## src/rtl/seq_alu_pkg.sv

```systemverilog
// Shared opcode encodings and FSM state type for the sequential ALU.
package seq_alu_pkg;

    localparam logic [3:0] OP_ADDC = 4'b0001;
    localparam logic [3:0] OP_ADD  = 4'b0010;
    localparam logic [3:0] OP_SUB  = 4'b0011;
    localparam logic [3:0] OP_NAND = 4'b0100;
    localparam logic [3:0] OP_OR   = 4'b0101;
    localparam logic [3:0] OP_XOR  = 4'b0110;
    localparam logic [3:0] OP_NOT  = 4'b0111;
    localparam logic [3:0] OP_LSR  = 4'b1000;
    localparam logic [3:0] OP_MUL  = 4'b1001;

    typedef enum logic [1:0] {
        StIdle = 2'd0,
        StExec = 2'd1,
        StDone = 2'd2
    } state_e;

endpackage

```

## src/rtl/seq_alu_addsub.sv

```systemverilog
// WIDTH-bit adder with carry-out and signed overflow; used for ADD/SUB and MUL accumulation.
module seq_alu_addsub #(
    parameter int unsigned WIDTH = 8
) (
    input  logic [WIDTH-1:0] i_a,
    input  logic [WIDTH-1:0] i_b,
    input  logic             i_cin,
    output logic [WIDTH-1:0] o_sum,
    output logic             o_cout,
    output logic             o_ovf
);

    logic [WIDTH:0] w_full;
    logic           w_c_msb;

    assign w_full  = {1'b0, i_a} + {1'b0, i_b} + {{WIDTH{1'b0}}, i_cin};
    assign o_sum   = w_full[WIDTH-1:0];
    assign o_cout  = w_full[WIDTH];
    // Carry into the MSB recovered from the MSB sum bit.
    assign w_c_msb = i_a[WIDTH-1] ^ i_b[WIDTH-1] ^ o_sum[WIDTH-1];
    assign o_ovf   = w_c_msb ^ o_cout;

endmodule

```

## src/rtl/seq_alu.sv

```systemverilog
// Sequential ALU with valid/ready handshake; define SEQ_ALU_MUL_EN to build the
// iterative shift-add multiplier (opcode 1001) and its EXEC state.
module seq_alu
    import seq_alu_pkg::*;
#(
    parameter int unsigned WIDTH = 8
) (
    input  logic             i_clk,
    input  logic             i_rst,
    input  logic             i_in_valid,
    output logic             o_in_ready,
    input  logic [3:0]       i_opcode,
    input  logic [WIDTH-1:0] i_a,
    input  logic [WIDTH-1:0] i_b,
    input  logic             i_cin,
    output logic             o_out_valid,
    input  logic             i_out_ready,
    output logic [WIDTH-1:0] o_result,
    output logic [WIDTH-1:0] o_result_hi,
    output logic             o_cout,
    output logic             o_ovf,
    output logic             o_zero,
    output logic             o_neg
);

    state_e           r_state;
    logic [WIDTH-1:0] r_result;
    logic [WIDTH-1:0] r_result_hi;
    logic             r_cout;
    logic             r_ovf;
    logic             r_zero;
    logic             r_neg;

    logic [WIDTH-1:0] w_add_a;
    logic [WIDTH-1:0] w_add_b;
    logic             w_add_cin;
    logic [WIDTH-1:0] w_add_sum;
    logic             w_add_cout;
    logic             w_add_ovf;

    logic [WIDTH-1:0] w_res;
    logic             w_cout;
    logic             w_ovf;

`ifdef SEQ_ALU_MUL_EN
    localparam int unsigned CntW = $clog2(WIDTH);
    localparam logic [CntW-1:0] CntLast = CntW'(WIDTH - 1);

    logic [WIDTH-1:0] r_b;
    logic [CntW-1:0]  r_cnt;
    logic [WIDTH-1:0] w_step_hi;
    logic [WIDTH-1:0] w_step_lo;

    // Partial product lives in {r_result_hi, r_result}; multiplier bits shift out of r_result.
    assign w_step_hi = {w_add_cout, w_add_sum[WIDTH-1:1]};
    assign w_step_lo = {w_add_sum[0], r_result[WIDTH-1:1]};
`endif

    always_comb begin
        w_add_a   = i_a;
        w_add_b   = i_b;
        w_add_cin = 1'b0;
        if (i_opcode == OP_ADDC) begin
            w_add_cin = i_cin;
        end else if (i_opcode == OP_SUB) begin
            // a + (~b + 1) + cin: the +1 rides on the adder carry-in.
            w_add_b   = ~i_b + {{(WIDTH-1){1'b0}}, i_cin};
            w_add_cin = 1'b1;
        end
`ifdef SEQ_ALU_MUL_EN
        if (r_state == StExec) begin
            w_add_a   = r_result_hi;
            w_add_b   = r_result[0] ? r_b : '0;
            w_add_cin = 1'b0;
        end
`endif
    end

    seq_alu_addsub #(
        .WIDTH (WIDTH)
    ) u_addsub (
        .i_a    (w_add_a),
        .i_b    (w_add_b),
        .i_cin  (w_add_cin),
        .o_sum  (w_add_sum),
        .o_cout (w_add_cout),
        .o_ovf  (w_add_ovf)
    );

    always_comb begin
        w_res  = '0;
        w_cout = 1'b0;
        w_ovf  = 1'b0;
        case (i_opcode)
            OP_ADDC, OP_ADD: begin
                w_res  = w_add_sum;
                w_cout = w_add_cout;
                w_ovf  = w_add_ovf;
            end
            OP_SUB: begin
                w_res  = w_add_sum;
                // b==0 with cin=1 wraps ~b+cin to zero and loses that carry.
                w_cout = w_add_cout | ((i_b == '0) & i_cin);
                w_ovf  = w_add_ovf;
            end
            OP_NAND: w_res = ~(i_a & i_b);
            OP_OR:   w_res = i_a | i_b;
            OP_XOR:  w_res = i_a ^ i_b;
            OP_NOT:  w_res = ~i_a;
            OP_LSR: begin
                w_res  = {1'b0, i_a[WIDTH-1:1]};
                w_cout = i_a[0];
            end
            default: ;
        endcase
    end

    always_ff @(posedge i_clk) begin
        if (i_rst) begin
            r_state     <= StIdle;
            r_result    <= '0;
            r_result_hi <= '0;
            r_cout      <= 1'b0;
            r_ovf       <= 1'b0;
            r_zero      <= 1'b0;
            r_neg       <= 1'b0;
`ifdef SEQ_ALU_MUL_EN
            r_b         <= '0;
            r_cnt       <= '0;
`endif
        end else begin
            case (r_state)
                StIdle: begin
                    if (i_in_valid) begin
`ifdef SEQ_ALU_MUL_EN
                        if (i_opcode == OP_MUL) begin
                            r_state     <= StExec;
                            r_result    <= i_a;
                            r_result_hi <= '0;
                            r_b         <= i_b;
                            r_cnt       <= '0;
                            r_cout      <= 1'b0;
                            r_ovf       <= 1'b0;
                            r_zero      <= 1'b0;
                            r_neg       <= 1'b0;
                        end else
`endif
                        begin
                            r_state     <= StDone;
                            r_result    <= w_res;
                            r_result_hi <= '0;
                            r_cout      <= w_cout;
                            r_ovf       <= w_ovf;
                            r_zero      <= (w_res == '0);
                            r_neg       <= w_res[WIDTH-1];
                        end
                    end
                end
`ifdef SEQ_ALU_MUL_EN
                StExec: begin
                    r_result    <= w_step_lo;
                    r_result_hi <= w_step_hi;
                    r_cnt       <= r_cnt + 1'b1;
                    if (r_cnt == CntLast) begin
                        r_state <= StDone;
                        r_cout  <= (w_step_hi != '0);
                        r_zero  <= (w_step_lo == '0);
                        r_neg   <= w_step_lo[WIDTH-1];
                    end
                end
`endif
                StDone: begin
                    if (i_out_ready) begin
                        r_state <= StIdle;
                    end
                end
                default: r_state <= StIdle;
            endcase
        end
    end

    assign o_in_ready  = (r_state == StIdle);
    assign o_out_valid = (r_state == StDone);
    assign o_result    = r_result;
    assign o_result_hi = r_result_hi;
    assign o_cout      = r_cout;
    assign o_ovf       = r_ovf;
    assign o_zero      = r_zero;
    assign o_neg       = r_neg;

endmodule

```

## config.mk

```make
export PLATFORM = sky130hd
export DESIGN_NAME = seq_alu
export DESIGN_NICKNAME = d
export VERILOG_FILES = /design/src/rtl/seq_alu_pkg.sv /design/src/rtl/seq_alu_addsub.sv /design/src/rtl/seq_alu.sv
export SDC_FILE = /design/constraint.sdc
export NUM_CORES = 1
export LEC_CHECK = 0
export CORE_MARGIN = 1
export CORE_UTILIZATION = 54
export DETAILED_ROUTE_END_ITERATION = 8
export GPL_ROUTABILITY_DRIVEN = 1
export GPL_TIMING_DRIVEN = 0
export PLACE_DENSITY_LB_ADDON = 0.1
export RECOVER_POWER = 100
export SLEW_MARGIN = 20
export SYNTH_ARGS = -nofsm -noshare
export SYNTH_HDL_FRONTEND = slang
export SYNTH_SLANG_ARGS = --single-unit
```

## constraint.sdc

```tcl
create_clock -name i_clk -period 9 [get_ports i_clk]
set_clock_uncertainty 0.05 [all_clocks]
set_input_delay 1.8 -clock i_clk [delete_from_list [all_inputs] [get_ports i_clk]]
set_output_delay 1.8 -clock i_clk [all_outputs]
set_load 0.01 [all_outputs]
```

* Word-level counts from Yosys, hierarchy flattened
Cells that the tools add are included. Widths: inputs -> output; s select.
Word-level totals: memories kept 0, bits of input ports 25, bits in registers 14, RAM bits 0, logic and storage cells 48, latch bits 0, memory bits (read-only) 0, output and inout port bits 22
Cells by class: divide/modulo/power cells 0, reductions and logical operators 7, equal/unequal tests 11, magnitude comparators 0, shift operators 0, multipliers 0, bitwise gates (word level) 11, muxes and demuxes 10, add/sub/neg operators 3
Operators with widths (number):
- $pmux 8 s6 | 1
- $not 8->8 | 3
- $eq 4x3->1 const B | 4
- $logic_not 8->1 | 2
- $mux 8 | 2
- $add 8x8->9 | 1
- $add 9x1->9 | 1
- $add 8x1->8 | 1
- $and 8x8->8 | 1
- $eq 4x2->1 const B | 2
- $or 8x8->8 | 1
- $xor 8x8->8 | 1
- $eq 4x1->1 const B | 1
- $eq 4x4->1 const B | 1
- $mux 2 | 2
- $pmux 2 s2 | 1
- $reduce_and 2->1 | 2
- $mux 1 | 3
- $pmux 1 s3 | 1
- $reduce_or 3->1 | 1
- $xor 1x1->1 | 3
- $eq 2x2->1 const B | 1
- $logic_not 2->1 | 1
- $ne 2x1->1 const B | 1
- 4 further kinds | 4

* Longest topological paths before layout
word-level depth 9, gate-level depth with buffers 14, depth with buffers taken out 12

* Hierarchy
Synthesis repeated with hierarchy kept, for this count alone.
Unflattened totals: cells, all modules 248, area total of the unflattened synthesis 1951.9 sq um
By module, submodules not included:
- seq_alu | sequential area each 240.2 sq um, instances 1, area each 1541.5 sq um, cells each 200
- seq_alu_addsub | sequential area each 0.0 sq um, instances 1, area each 410.4 sq um, cells each 48

* Worst setup path before layout
OpenSTA, ideal clock, no wires.
path type input-to-reg, from in i_opcode[1], to reg r_zero, in the netlist o_zero, slack 4.641 ns, data arrival time 4.240 ns, library setup time 0.069 ns, stages 13, required time 8.881 ns, path buffers 2, cells stage by stage buf_2 > buf_4 > nand3_2 > mux2_2 > fa_1 > inv_1 > fa_1 > nand2b_1 > a211oi_1 > or3_1 > a31oi_1 > o2111ai_1 > o21ai_1
On the way: cells in the longest elaborated chain, start to end 7, elaborated cells between the ends (all ways) 17, classes of those cells add/sub (2); eq/ne (8); mux (5); reduce/logical (2)
RTL lines:
- start: declaration | line seq_alu.sv:12 | input logic [3:0] i_opcode,
- $eq 4x2->1 | line seq_alu.sv:65, seq_alu.sv:94
- $mux 8 | line seq_alu.sv:65 | end else if (i_opcode == OP_SUB) begin
- $mux 8 | line seq_alu.sv:63 | if (i_opcode == OP_ADDC) begin
- $add 8x8->9 | line seq_alu_addsub.sv:16 | assign w_full = {1'b0, i_a} + {1'b0, i_b} + {{WIDTH{1'b0}}, i_cin};
- $add 9x1->9 | line seq_alu_addsub.sv:16
- $pmux 8 s6 (*) | line seq_alu.sv:94 | case (i_opcode)
- $logic_not 8->1 (*) | line seq_alu.sv:154 | r_zero <= (w_res == '0);
- end signal: assignment | line seq_alu.sv:154
- end: declaration | line seq_alu.sv:31 | logic r_zero;
Every way passes the cells marked *; elsewhere a longest branch is shown, timed or not. A chain may end at the register's enable or synchronous reset.

* Worst setup path after layout
from in i_opcode[2], to reg r_result[7], in the netlist o_result[7]
On the way: cells in the longest elaborated chain, start to end 6, elaborated cells between the ends (all ways) 16, classes of those cells add/sub (2); eq/ne (8); mux (5); reduce/logical (1)
RTL lines:
- $eq 4x2->1 | line seq_alu.sv:65, seq_alu.sv:94
- $mux 8 | line seq_alu.sv:65
- $mux 8 | line seq_alu.sv:63
- $add 8x8->9 | line seq_alu_addsub.sv:16
- $add 9x1->9 | line seq_alu_addsub.sv:16
- $pmux 8 s6 (*) | line seq_alu.sv:94
- end signal: assignment | line seq_alu.sv:150 | r_result <= w_res;
- end: declaration | line seq_alu.sv:27 | logic [WIDTH-1:0] r_result;
Marks and branches as above.

==> results.md <==
* Tot Pwr at 209.4 uW
* Area share of xor/xnor cells in the synthesized design at 0.05238
* # DRC at 0
* Final Util at 0.7290
* Worst R2R Setup Slack at 7.45 ns
* Pre-CTS setup slack at 3.747 ns
* Die area at ~3600 um2
* Worst setup SP type: primary input
* Async S/R FF share, synth at 0
* Worst VDD drop at 0.04532 mV
* CTS resizes at 0
* Most used routing layer: met2
* Termination of the worst setup path: o_result[7]$_SDFFE_PP0P_
* Adder-cell share of the synthesized area at 0.2054
* Multiplexer area fraction after synthesis at 0.03810
* Ranking of synthesized cells by area: ha_1 18%, dfxtp_1 13%, buf_4 4.9%
* Maximum fanout along the worst path at 10
* Routability cong. at 0.9416
* Leakage Power at 1.036 nW
* Crit path from: i_opcode[2]
* Initial Utilization at 0.5833
* Total track usage at 0.2724
* CP Depth at 12
* Met1 global-route usage at 0.3740
* Via density at 5.781
* Post-route ant nets at 0
* R2R depth at 6
* Vias in the first global route at 1638
* CTS tree: built
* Synth Area in Compound Gates at 0.2565
* Max frequency at 187.6 MHz
* Flops & latches, synth at 12
* Initial antenna violation count at 0
* GRT met2 Usage at 0.4474
* WL/cell at about 15 um
* Met3 Use GR at 0.04051
* DIE HEIGHT at a little over 60 um
* Hold buffer count at CTS at 0
* CTS Root Cell: clkbuf_4
* Crit-path cells: dlygate4sd3_1 -> clkbuf_1 -> nor2_1 -> nand3_1 -> mux2_1 -> fa_1 -> a211oi_1 -> o31ai_1 -> o31ai_1 -> xor2_1 -> o21ai_0 -> o21a_1
* Seq/Total Area, Yosys at 0.1306
* Finished Cell Area at 2298 um2
* CP Class: in2reg
* Final hold slack at 0.4153 ns
* Syn. warnings at 0
* Drt total wl at 4673 um
* Largest net degree at the start of global routing at 11
* Final Critical Period at 5.331 ns
* Pwr Density at 91.10 nW/um2
* Worst relative slew slack at 0.5629
* Slowest CP cell: dlygate4sd3_1
* Area leader, netlist: ha_1
* Worst Path Required at between 9 and 10 ns
* # clock sinks at 12
* IO Port Bufs at 36
* Slew Viols, Final at 0
* Nets@finish at 330
* FP Rows at 20
* Main combinational cell family by area after synthesis: compound AO/OA/AOI/OAI gates
* Hold Vio Cnt, Final at 0
* Avg Inst Size Synth at between 8 and 9 um2
* CP most frequent cell: o31ai_1
* Number of top-level pins at 47
* Post-synth EDFFs at 0
* CTS Buf Count at 3
* Via count at about 1800
* Finished Layout Cells at approximately 320
* Endpoints failing setup at 0
* Layout area overhead at 24.97%
* Min-Delay Path Class: reg2reg
* RSZ-0062 raised after global routing: false
* Post-Place Cell Area at 2281 um2
* Reg2reg end: o_zero$_SDFFE_PP0P_
* Post CTS Setup Buffer Count at 0
* HPWL Detailed at 3864 um
* Arr. time, crit path at 5.45 ns
* Family with the most delay on the worst path: compound AO/OA/AOI/OAI gates
* Placeable Area at 3153 um2
* Clk_lat worst skew at 0.27 ns
* Synth cell types at 56
* Top_reg_cell synth: dfxtp_1
* Top-area cell type share of the netlist area at 0.1837
* Drt first pass iters at 4
* Simple-gate share of the synthesized area at 0.1905
* GRT overflow at 0
* Buf/Inv on CP at 2
* Gate Count Post-Synth at around 230
* N_diodes at 0
* First-pass GRT wire length at 7445 um
* Syn Std Cell Area at 1839 um2
* Dpl cells at between 300 and 400
* Setup_tns at 0 ns
* Status: completed
* Layout cells sized above 1 at 0.1055
* Die width at 60.36 um
* Reg-to-reg startpoint: r_state[1]$_SDFFE_PP0P_
* Setup ws final at 3.669 ns
* Max incr delay on CP at 0.59 ns
* Slew @ Worst Pin at 0.6506 ns
* Maxcap violations at 0
* Period utilization at 0.5923
* Clock Pin Slew Worst Setup and Hold Paths at 0.08 ns
* H-tree levels at 1
* Clock Path Buffers at 2
* DRT iter0 DRCs at 125
* Critical Path End Type: flip-flop
[cells by family after synthesis]
| group | count (synthesis) |
|---|---|
| xor gates and xnor gates | 11 |
| muxes | 5 |
| buffers and inverters | 42 |
| other | 1 |
| DFF | 12 |
| AOI/OAI and AO/OA | 61 |
| adders and majority gates | 29 |
| and+or+nand+nor | 67 |
[how the worst min path moves through the flow]
stage	startpoint	to	slack (ns)	cells past startpoint
2_1_floorplan	o_ovf$_SDFFE_PP0P_	o_ovf$_SDFFE_PP0P_	0.43	2
3_3_place_gp	o_result[1]$_SDFFE_PP0P_	o_result[1]$_SDFFE_PP0P_	0.40	2
3_5_place_dp	o_ovf$_SDFFE_PP0P_	o_ovf$_SDFFE_PP0P_	0.41	2
4_1_cts	o_ovf$_SDFFE_PP0P_	o_ovf$_SDFFE_PP0P_	0.42	2
5_1_grt	o_ovf$_SDFFE_PP0P_	o_ovf$_SDFFE_PP0P_	0.44	2
6_report	o_ovf$_SDFFE_PP0P_	o_ovf$_SDFFE_PP0P_	0.42	2
[layout make-up]
cell class                 count  area, um2
sequential                    12      240.2
tap                           44      55.05
multi-input combinational    181       1381
buffer                        20      142.6
inverter                      22      82.58
clock buffer                   4      36.28
fill                         271      854.6
timing repair buffer          36      360.3
[Yosys cell counts, drive strengths merged, types with 5 or more instances]
cell type and n:
a211oi 10, ha 27, a31oi 6, o21ai 9
inv 22, a21oi 11, nand2b 6, nor3 5
xor2 5, buf 17, nor2 22, dfxtp 12
nand2 11, xnor2 6
[where the power goes]
part | leakage (nW) | total [mW] | internal (mW) | switching (mW)
logic | 0.916 | 0.107 | 0.0493 | 0.0576
clock network | 0.0210 | 0.0432 | 0.0246 | 0.0186
registers | 0.0988 | 0.0592 | 0.0571 | 0.00211
[worst reg2reg max path, stage by stage, from the launching register on]
cell and delay, ns:
dfxtp_1 0.34, nor2b_1 0.11, clkbuf_2 0.20, o221ai_2 0.14, a2111oi_2 0.35, nand4_1 0.13, o21ai_0 0.16
[per-layer routing]
layer  up-vias  wire (um)
met5         -          0
li1        913          -
met1       855       2109
met2        69       2230
met4         0         63
met3         7        268
[cells in the final DEF (no fill, tap or decap), types with 3 or more instances in the layout]
cell / synthesis / routed
a221oi_1: 3 / 3
buf_6: 3 / 3
nand3b_1: 4 / 4
buf_4: 12 / 11
nand2_1: 11 / 11
nor2_1: 21 / 21
clkbuf_1: 2 / 3
nor3_1: 5 / 5
o32ai_1: 4 / 4
nor2b_1: 4 / 4
ha_1: 27 / 27
a21oi_1: 11 / 11
xor2_1: 5 / 5
nand3_1: 3 / 4
a211oi_1: 8 / 9
dlygate4sd3_1: 0 / 16
nand2b_1: 6 / 6
o21ai_0: 5 / 6
conb_1: 1 / 8
a31oi_1: 6 / 6
clkbuf_4: 0 / 3
inv_1: 21 / 21
o21ai_1: 4 / 3
xnor2_1: 6 / 6
dfxtp_1: 12 / 12
clkdlybuf4s50_1: 0 / 20
[state kept, by name (all words and copies together) (netlist names)]
name	count
o_ovf	1
o_zero	1
o_result	8
o_cout	1
r_state	1
No activity file was read; power rests on OpenSTA's default activity.
